`config.mk`:
```
export PLATFORM = sky130hd
export DESIGN_NAME = simple_spi_target
export DESIGN_NICKNAME = d
export VERILOG_FILES = /design/src/rtl/simple_spi_target.sv
export SDC_FILE = /design/constraint.sdc
export NUM_CORES = 1
export LEC_CHECK = 0
export ABC_AREA = 1
export CAP_MARGIN = 5
export CORE_UTILIZATION = 55
export CTS_BUF_LIST = sky130_fd_sc_hd__clkbuf_8
export DETAILED_ROUTE_END_ITERATION = 8
export PLACE_DENSITY = 0.81
export SLEW_MARGIN = 20
export SYNTH_ARGS = -nofsm -noshare
export SYNTH_HDL_FRONTEND = slang
export SYNTH_SLANG_ARGS = --single-unit
```
`constraint.sdc`:
```
create_clock -name clock -period 1.9 [get_ports clock]
set_clock_uncertainty 0.05 [all_clocks]
set_input_delay 0.285 -clock clock [delete_from_list [all_inputs] [get_ports clock]]
set_output_delay 0.285 -clock clock [all_outputs]
set_load 0.1 [all_outputs]
```
`src/rtl/simple_spi_target.sv`:
```
// simple_spi_target: SPI mode-0 target. Oversamples CSn/SCK/MOSI in the system clock
// domain, assembles MOSI bytes for the fabric and shifts fabric bytes onto MISO MSB-first.
// Optional status flags (underrun_o, frame_err_o) are built only when
// SIMPLE_SPI_TARGET_STATUS_EN is defined; otherwise they read as 0.
module simple_spi_target #(
   parameter logic [7:0]  FILL_BYTE   = 8'hFF,
   parameter int unsigned SYNC_STAGES = 2
) (
   input  logic       clock,
   input  logic       rst,
   input  logic       spi_csn,
   input  logic       spi_sck,
   input  logic       spi_mosi,
   output logic       spi_miso_o,
   output logic       spi_miso_t,
   input  logic [7:0] tx_data_i,
   input  logic       tx_load_i,
   output logic       tx_ready_o,
   output logic [7:0] rx_data_o,
   output logic       rx_valid_o,
   output logic       rx_first_o,
   output logic       underrun_o,
   output logic       frame_err_o,
   input  logic       status_clr_i
);

   typedef enum logic {StIdle, StActive} state_e;

   // Synchroniser chains, newest sample in bit 0
   logic [SYNC_STAGES-1:0] csn_sync_q, csn_sync_d;
   logic [SYNC_STAGES-1:0] sck_sync_q, sck_sync_d;
   logic [SYNC_STAGES-1:0] mosi_sync_q, mosi_sync_d;
   logic                   csn_prev_q, csn_prev_d;
   logic                   sck_prev_q, sck_prev_d;

   state_e     state_q, state_d;
   logic [2:0] bit_cnt_q, bit_cnt_d;
   logic [7:0] rx_shift_q, rx_shift_d;
   logic [7:0] tx_shift_q, tx_shift_d;
   logic [7:0] hold_q, hold_d;
   logic       tx_ready_q, tx_ready_d;
   logic       boundary_q, boundary_d;
   logic       first_q, first_d;
   logic [7:0] rx_data_q, rx_data_d;
   logic       rx_valid_q, rx_valid_d;
   logic       rx_first_q, rx_first_d;
   logic       miso_q, miso_d;
   logic       miso_t_q, miso_t_d;

   logic       csn_s, sck_s, mosi_s;
   logic       csn_fall, csn_rise, sck_rise, sck_fall;
   logic       reload;
   logic       underrun_set, frame_err_set;
   logic [7:0] rx_next;

   assign csn_s    = csn_sync_q[SYNC_STAGES-1];
   assign sck_s    = sck_sync_q[SYNC_STAGES-1];
   assign mosi_s   = mosi_sync_q[SYNC_STAGES-1];
   assign csn_fall = csn_prev_q & ~csn_s;
   assign csn_rise = ~csn_prev_q & csn_s;
   assign sck_rise = ~sck_prev_q & sck_s;
   assign sck_fall = sck_prev_q & ~sck_s;
   assign rx_next  = {rx_shift_q[6:0], mosi_s};

   // Synchroniser shift and edge-detect history
   always_comb begin
      csn_sync_d  = {csn_sync_q[SYNC_STAGES-2:0], spi_csn};
      sck_sync_d  = {sck_sync_q[SYNC_STAGES-2:0], spi_sck};
      mosi_sync_d = {mosi_sync_q[SYNC_STAGES-2:0], spi_mosi};
      csn_prev_d  = csn_s;
      sck_prev_d  = sck_s;
   end

   // Frame FSM, RX assembly, TX shifting and holding-register handshake
   always_comb begin
      state_d       = state_q;
      bit_cnt_d     = bit_cnt_q;
      rx_shift_d    = rx_shift_q;
      tx_shift_d    = tx_shift_q;
      hold_d        = hold_q;
      tx_ready_d    = tx_ready_q;
      boundary_d    = boundary_q;
      first_d       = first_q;
      rx_data_d     = rx_data_q;
      rx_valid_d    = 1'b0;
      rx_first_d    = rx_first_q;
      reload        = 1'b0;
      underrun_set  = 1'b0;
      frame_err_set = 1'b0;

      unique case (state_q)
         StIdle: begin
            bit_cnt_d  = 3'd0;
            boundary_d = 1'b0;
            if (csn_fall) begin
               state_d = StActive;
               reload  = 1'b1;
               first_d = 1'b1;
            end
         end
         StActive: begin
            if (csn_rise) begin
               // A partial byte is dropped without a valid pulse
               state_d       = StIdle;
               bit_cnt_d     = 3'd0;
               boundary_d    = 1'b0;
               frame_err_set = (bit_cnt_q != 3'd0);
            end else if (sck_rise) begin
               rx_shift_d = rx_next;
               bit_cnt_d  = bit_cnt_q + 3'd1;
               if (bit_cnt_q == 3'd7) begin
                  rx_data_d  = rx_next;
                  rx_valid_d = 1'b1;
                  rx_first_d = first_q;
                  first_d    = 1'b0;
                  boundary_d = 1'b1;
               end
            end else if (sck_fall) begin
               if (boundary_q) begin
                  reload     = 1'b1;
                  boundary_d = 1'b0;
               end else begin
                  tx_shift_d = {tx_shift_q[6:0], 1'b0};
               end
            end
         end
         default: state_d = StIdle;
      endcase

      // Reload takes the holding register if full, otherwise the fill byte
      if (reload) begin
         if (!tx_ready_q) begin
            tx_shift_d = hold_q;
            tx_ready_d = 1'b1;
         end else begin
            tx_shift_d   = FILL_BYTE;
            underrun_set = 1'b1;
         end
      end

      // Only accepted when empty, so never collides with a reload from the holding register
      if (tx_load_i && tx_ready_q) begin
         hold_d     = tx_data_i;
         tx_ready_d = 1'b0;
      end

      miso_t_d = (state_q != StActive);
      miso_d   = (state_q == StActive) ? tx_shift_q[7] : 1'b0;
   end

   // State registers; CSn history resets low so a held-low CSn is not taken as a fall
   always_ff @(posedge clock) begin
      if (rst) begin
         csn_sync_q  <= '0;
         sck_sync_q  <= '0;
         mosi_sync_q <= '0;
         csn_prev_q  <= 1'b0;
         sck_prev_q  <= 1'b0;
         state_q     <= StIdle;
         bit_cnt_q   <= 3'd0;
         rx_shift_q  <= 8'h00;
         tx_shift_q  <= 8'h00;
         hold_q      <= 8'h00;
         tx_ready_q  <= 1'b1;
         boundary_q  <= 1'b0;
         first_q     <= 1'b0;
         rx_data_q   <= 8'h00;
         rx_valid_q  <= 1'b0;
         rx_first_q  <= 1'b0;
         miso_q      <= 1'b0;
         miso_t_q    <= 1'b1;
      end else begin
         csn_sync_q  <= csn_sync_d;
         sck_sync_q  <= sck_sync_d;
         mosi_sync_q <= mosi_sync_d;
         csn_prev_q  <= csn_prev_d;
         sck_prev_q  <= sck_prev_d;
         state_q     <= state_d;
         bit_cnt_q   <= bit_cnt_d;
         rx_shift_q  <= rx_shift_d;
         tx_shift_q  <= tx_shift_d;
         hold_q      <= hold_d;
         tx_ready_q  <= tx_ready_d;
         boundary_q  <= boundary_d;
         first_q     <= first_d;
         rx_data_q   <= rx_data_d;
         rx_valid_q  <= rx_valid_d;
         rx_first_q  <= rx_first_d;
         miso_q      <= miso_d;
         miso_t_q    <= miso_t_d;
      end
   end

   assign spi_miso_o = miso_q;
   assign spi_miso_t = miso_t_q;
   assign tx_ready_o = tx_ready_q;
   assign rx_data_o  = rx_data_q;
   assign rx_valid_o = rx_valid_q;
   assign rx_first_o = rx_first_q;

`ifdef SIMPLE_SPI_TARGET_STATUS_EN
   logic underrun_q, underrun_d;
   logic frame_err_q, frame_err_d;

   // Sticky flags; a set in the same cycle as a clear wins
   always_comb begin
      underrun_d  = (underrun_q & ~status_clr_i) | underrun_set;
      frame_err_d = (frame_err_q & ~status_clr_i) | frame_err_set;
   end

   // Status flag registers
   always_ff @(posedge clock) begin
      if (rst) begin
         underrun_q  <= 1'b0;
         frame_err_q <= 1'b0;
      end else begin
         underrun_q  <= underrun_d;
         frame_err_q <= frame_err_d;
      end
   end

   assign underrun_o  = underrun_q;
   assign frame_err_o = frame_err_q;
`else
   logic unused_status;
   assign unused_status = ^{underrun_set, frame_err_set, status_clr_i};
   assign underrun_o    = 1'b0;
   assign frame_err_o   = 1'b0;
`endif

endmodule
```
After elaboration in Yosys (flattened, before gate mapping)

Index checks and enable logic that the tools add are counted.

$add $sub $neg: 1
Multiply operators: 0
Div/mod/pow operators: 0
Order comparisons: 0
Eq/ne operators: 11
Shift operators: 0
Muxes and demuxes: 31
Bitwise operators: 11
Reductions and logical operators: 11

Operators with widths:

| kind                                                  | number |
|---|---|
| 2-to-1 mux 8 bit                                      | 7 |
| 2-to-1 mux 1 bit                                      | 17 |
| inequality test 2 x 1 -> 1 bit, second input constant | 6 |
| one-hot mux 1 bit (2 select lines)                    | 4 |
| AND reduction 4 bit                                   | 2 |
| inverter 1 bit                                        | 7 |
| 2-to-1 mux 3 bit                                      | 2 |
| one-hot mux 3 bit (2 select lines)                    | 1 |
| nonzero test 2 bit                                    | 3 |
| AND reduction 5 bit                                   | 1 |
| AND 1 bit                                             | 4 |
| inequality test 4 x 1 -> 1 bit, second input constant | 1 |
| inequality test 4 x 3 -> 1 bit, second input constant | 1 |
| OR reduction 4 bit                                    | 1 |
| adder 3 x 1 -> 3 bit, second input constant           | 1 |
| == test 3 bit, second input constant                  | 1 |
| inequality test 3 x 1 -> 1 bit, second input constant | 1 |
| AND reduction 3 bit                                   | 1 |
| inequality test 2 bit, second input constant          | 1 |
| AND reduction 2 bit                                   | 1 |
| OR reduction 2 bit                                    | 1 |
| logical AND 1 bit                                     | 1 |

Flip-flop bits (word level): 50
Latch bits: 0
Bits in writable memories: 0
Memory bits (read-only): 0
Bits of input ports: 15
Output and inout port bits: 15
Logic and storage cells: 83
Memories kept: 0

Longest topological paths before layout

Depth after elaboration: 8
Mapped depth: 10
Gate-level depth less buffers: 10

Worst setup path after synthesis

No wires, ideal clock.

Path kind: register to register
Start point: register tx_ready_q, in the netlist tx_ready_o
End point: register hold_q[5]
Library setup time: 126 ps
Arrival time: 1,662 ps
Required time: 1,724 ps
Setup slack: 62 ps
Stages on the path, launching flop included: 5
Buffers on the path: 1
Clock period less this slack: 1,838 ps
Cell sequence: dfxtp_1 > nand2_1 > clkbuf_1 > o21ai_0 > a21oi_1

Word-level cells in the longest chain between the ends: 1

RTL lines:

| item                     | line | text |
|---|---|---|
| start: declaration       | 41   | `logic tx_ready_q, tx_ready_d;` |
| start signal: assignment | 183  | `tx_ready_q <= tx_ready_d;` |
| logical AND 1 bit        | 142  | `if (tx_load_i && tx_ready_q) begin` |
| end signal: assignment   | 182  | `hold_q <= hold_d;` |
| end: declaration         | 40   | `logic [7:0] hold_q, hold_d;` |

Every way passes these cells.
A chain may end at the register's enable or synchronous reset.

Worst setup path after layout

Start point: register sck_prev_q
End point: register tx_shift_q[5]

Word-level cells in the longest chain between the ends: 7
Elaborated cells on any way between the ends: 14
Those cells by class: 3 x eq/ne; 5 x mux; 3 x bitwise; 3 x reduce/logical

RTL lines:

| item                                                                                         | line    | text |
|---|---|---|
| start: declaration                                                                           | 34      | `logic sck_prev_q, sck_prev_d;` |
| start signal: assignment                                                                     | 177     | `sck_prev_q <= sck_prev_d;` |
| AND 1 bit / inverter 1 bit (equally long branches)                                           | 62, 61  |  |
| 2-to-1 mux 1 bit / AND 1 bit (equally long branches)                                         | 118, 61 |  |
| 2-to-1 mux 1 bit                                                                             | 108     | `end else if (sck_rise) begin` |
| 2-to-1 mux 1 bit                                                                             | 102     | `if (csn_rise) begin` |
| one-hot mux 1 bit (2 select lines)                                                           | 91      | `unique case (state_q)` |
| inequality test 2 x 1 -> 1 bit (no source line) / nonzero test 2 bit (equally long branches) | n/a     |  |
| AND reduction 5 bit (no source line)                                                         | n/a     |  |
| end signal: assignment                                                                       | 181     | `tx_shift_q <= tx_shift_d;` |
| end: declaration                                                                             | 39      | `logic [7:0] tx_shift_q, tx_shift_d;` |

Parallel ways exist; a longest one is shown, timed or not.

==> impl_results.md <==
- CTS tree: built
- # IOs: 30
- Max Cap Viol: 0
- DRC viols: 0
- Top post-synthesis cells by area: dfxtp_1 (49%), nand2_1 (7.4%), inv_1 (6.7%), o21ai_0 (6.2%), nor2_1 (5.7%)
- First-pass GRT wire length: 6220 µm
- Minimum clock period: 1.57 ns
- CP cell instances: inv_1, ha_1, inv_1, nand3_1, nand2_4, nand2_4, inv_2, nor2_4, nor2_1, nor2_1
- Number of global-route vias before repair: 1510
- Setup violators final: 0
- Post CTS Setup Buffer Count: 0
- Num Clock Sinks: 50
- Number of DRC markers in iteration 0: 71
- Synth cell types: 23
- Pre-antenna DRT Iters: 4
- P_leak: 1.08 nW
- CP startpoint kind: flop
- CTS Buf Count: 5
- Vias/cell: 4.93
- Synthesis-to-finish area growth: 19.1%
- Core box area: 3440 µm²
- Fin Setup TNS: 0 ns
- Buffers plus inverters on the worst setup path: 3
- Syn avg cell area: 7.78 µm²
- Cell Rows: 21
- Pins over their slew limit: 0
- Worst vdd ir: 571 µV
- Most frequent cells in the layout: dfxtp_1 (50), nand2_1 (40), inv_1 (36)
- Worst-path clk slew: 0.08 ns
- Most common cell after layout, fill and taps aside: dfxtp_1
- WHS: 0.356 ns
- Critical path peak fanout: 9
- Layout cell share with drive strength beyond 1: 14.1%
- Die X: 62.7 µm
- Hold_buf cts: 0
- Worst path arrival time: 1.72 ns
- Final Hold Viols: 0
- Antenna-violating nets left: 0
- Antenna cells: 0
- Clock buffer depth: 2
- Fin nets: 308
- Status: finished clean
- Synth Register Bits: 50
- Synth top area share: 49.3%
- RSZ-0062 raised after global routing: no
- Tcrit/Tclk final: 82.7%
- H-tree levels: 2
- Post-synthesis sequential area ratio: 49.3%
- Total GRT Usage: 20.5%
- DR vias: 1656
- Data required, critical path: 2.05 ns
- Largest net degree at the start of global routing: 20
- Crit path capture type: flop
- Max frequency: 636 MHz
- Drt total wl: 3570 µm
- CP max stage delay: 0.35 ns
- Yosys warnings: 0
- Total power: 0.00202 W
- Hold crit path type: flop to flop
- Initial antenna violation count: 0
- CTS resizes: 0
- I/O Buffers: 26
- Power density cells: 838 nW/µm²
- Crit path max-delay family: simple AND/OR/NAND/NOR gates
- Crit-path slowest cell: dfxtp_1
- Initial cell density of the core: 59.0%
- Util after Layout: 70.2%
- Worst-skew pair later-pin latency: 0.31 ns
- Kind of critical path: flop to flop
- Die H: 62.7 µm
- Gpl congestion: 0.768
- Cell accounting for the most synthesized area: dfxtp_1
- Final HPWL DP: 2510 µm
- Die area: 3940 µm²
- CTS Root Cell: clkbuf_8
- Grt ovf: 0
- Post-synthesis instance total: 261
- WL/cell: 10.6 µm
- Mapped Area: 2030 µm²
## area by class of cell
type	count	area [µm²]
fillers	293	1030
flip-flops and latches	50	1000
inverters	38	143
clock buffers	5	68.8
well taps	46	57.6
multi-input cells	163	828
repair buffers	31	278
clock inverters	3	40.0
## through the flow
stage | setup WS (ns) | instance area, µm² | instances
after floorplan | 0.0616 | 2030 | 262
after global placement | 0.379 | 2310 | 328
after detailed placement | 0.336 | 2310 | 328
after CTS | 0.312 | 2420 | 336
after global routing | 0.198 | 2420 | 336
final | 0.328 | 2420 | 336
## worst paths after layout
path	start	end	slack, ns	cells after the start
worst max-delay path	sck_prev_q	tx_shift_q[5]	0.33	10
worst min-delay path	csn_sync_q[0]	csn_sync_q[1]	0.36	2
worst max register to register	sck_prev_q	tx_shift_q[5]	0.33	10
worst min register to register	csn_sync_q[0]	csn_sync_q[1]	0.36	2
## flip-flops by register name, summed over array words and instances, names as in the netlist, 2 cells and up
register     flops
bit_cnt_q        3
csn_sync_q       2
hold_q           8
mosi_sync_q      2
rx_data_o        8
rx_shift_q       7
sck_sync_q       2
tx_shift_q       8
## cell families after synthesis
kind of cell,Yosys count,share of synthesized area (%)
compound gates,47,11.6
fa+ha+maj,4,2.47
buf+inv,49,10.0
flops,50,49.3
other cells,1,0.185
simple gates,110,26.4
## cells in the mapped netlist (all sizes together)
| master | n |
|---|---|
| or2 | 2 |
| inv | 38 |
| nand3 | 20 |
| a21oi | 22 |
| dfxtp | 50 |
| nand4 | 8 |
| nand2 | 46 |
| clkbuf | 4 |
| nor2 | 33 |
| conb | 1 |
| buf | 7 |
| o21ai | 25 |
| nor3 | 1 |
| ha | 4 |
## layer usage
metal  global-route usage (%)  routed length, µm  vias to the layer above
met5                        0                  0                        -
met4                     11.3                 82                        0
met3                     6.02                133                        7
met2                     34.8               1710                       24
met1                     23.0               1640                      745
li1                         -                  -                      880
## worst min-delay path: stages, from the launching register on
cell and delay, ns:
dfxtp_1 0.30, inv_1 0.04, nor2_1 0.03
## power breakdown
group          switching, W  leakage, nW  internal (W)  total (W)
Clock              0.000340       0.0579      0.000387   0.000727
Sequential        0.0000180        0.407       0.00108    0.00110
Combinational      0.000119        0.617     0.0000779   0.000197
Note: power is estimated with default switching activity, not from simulation.
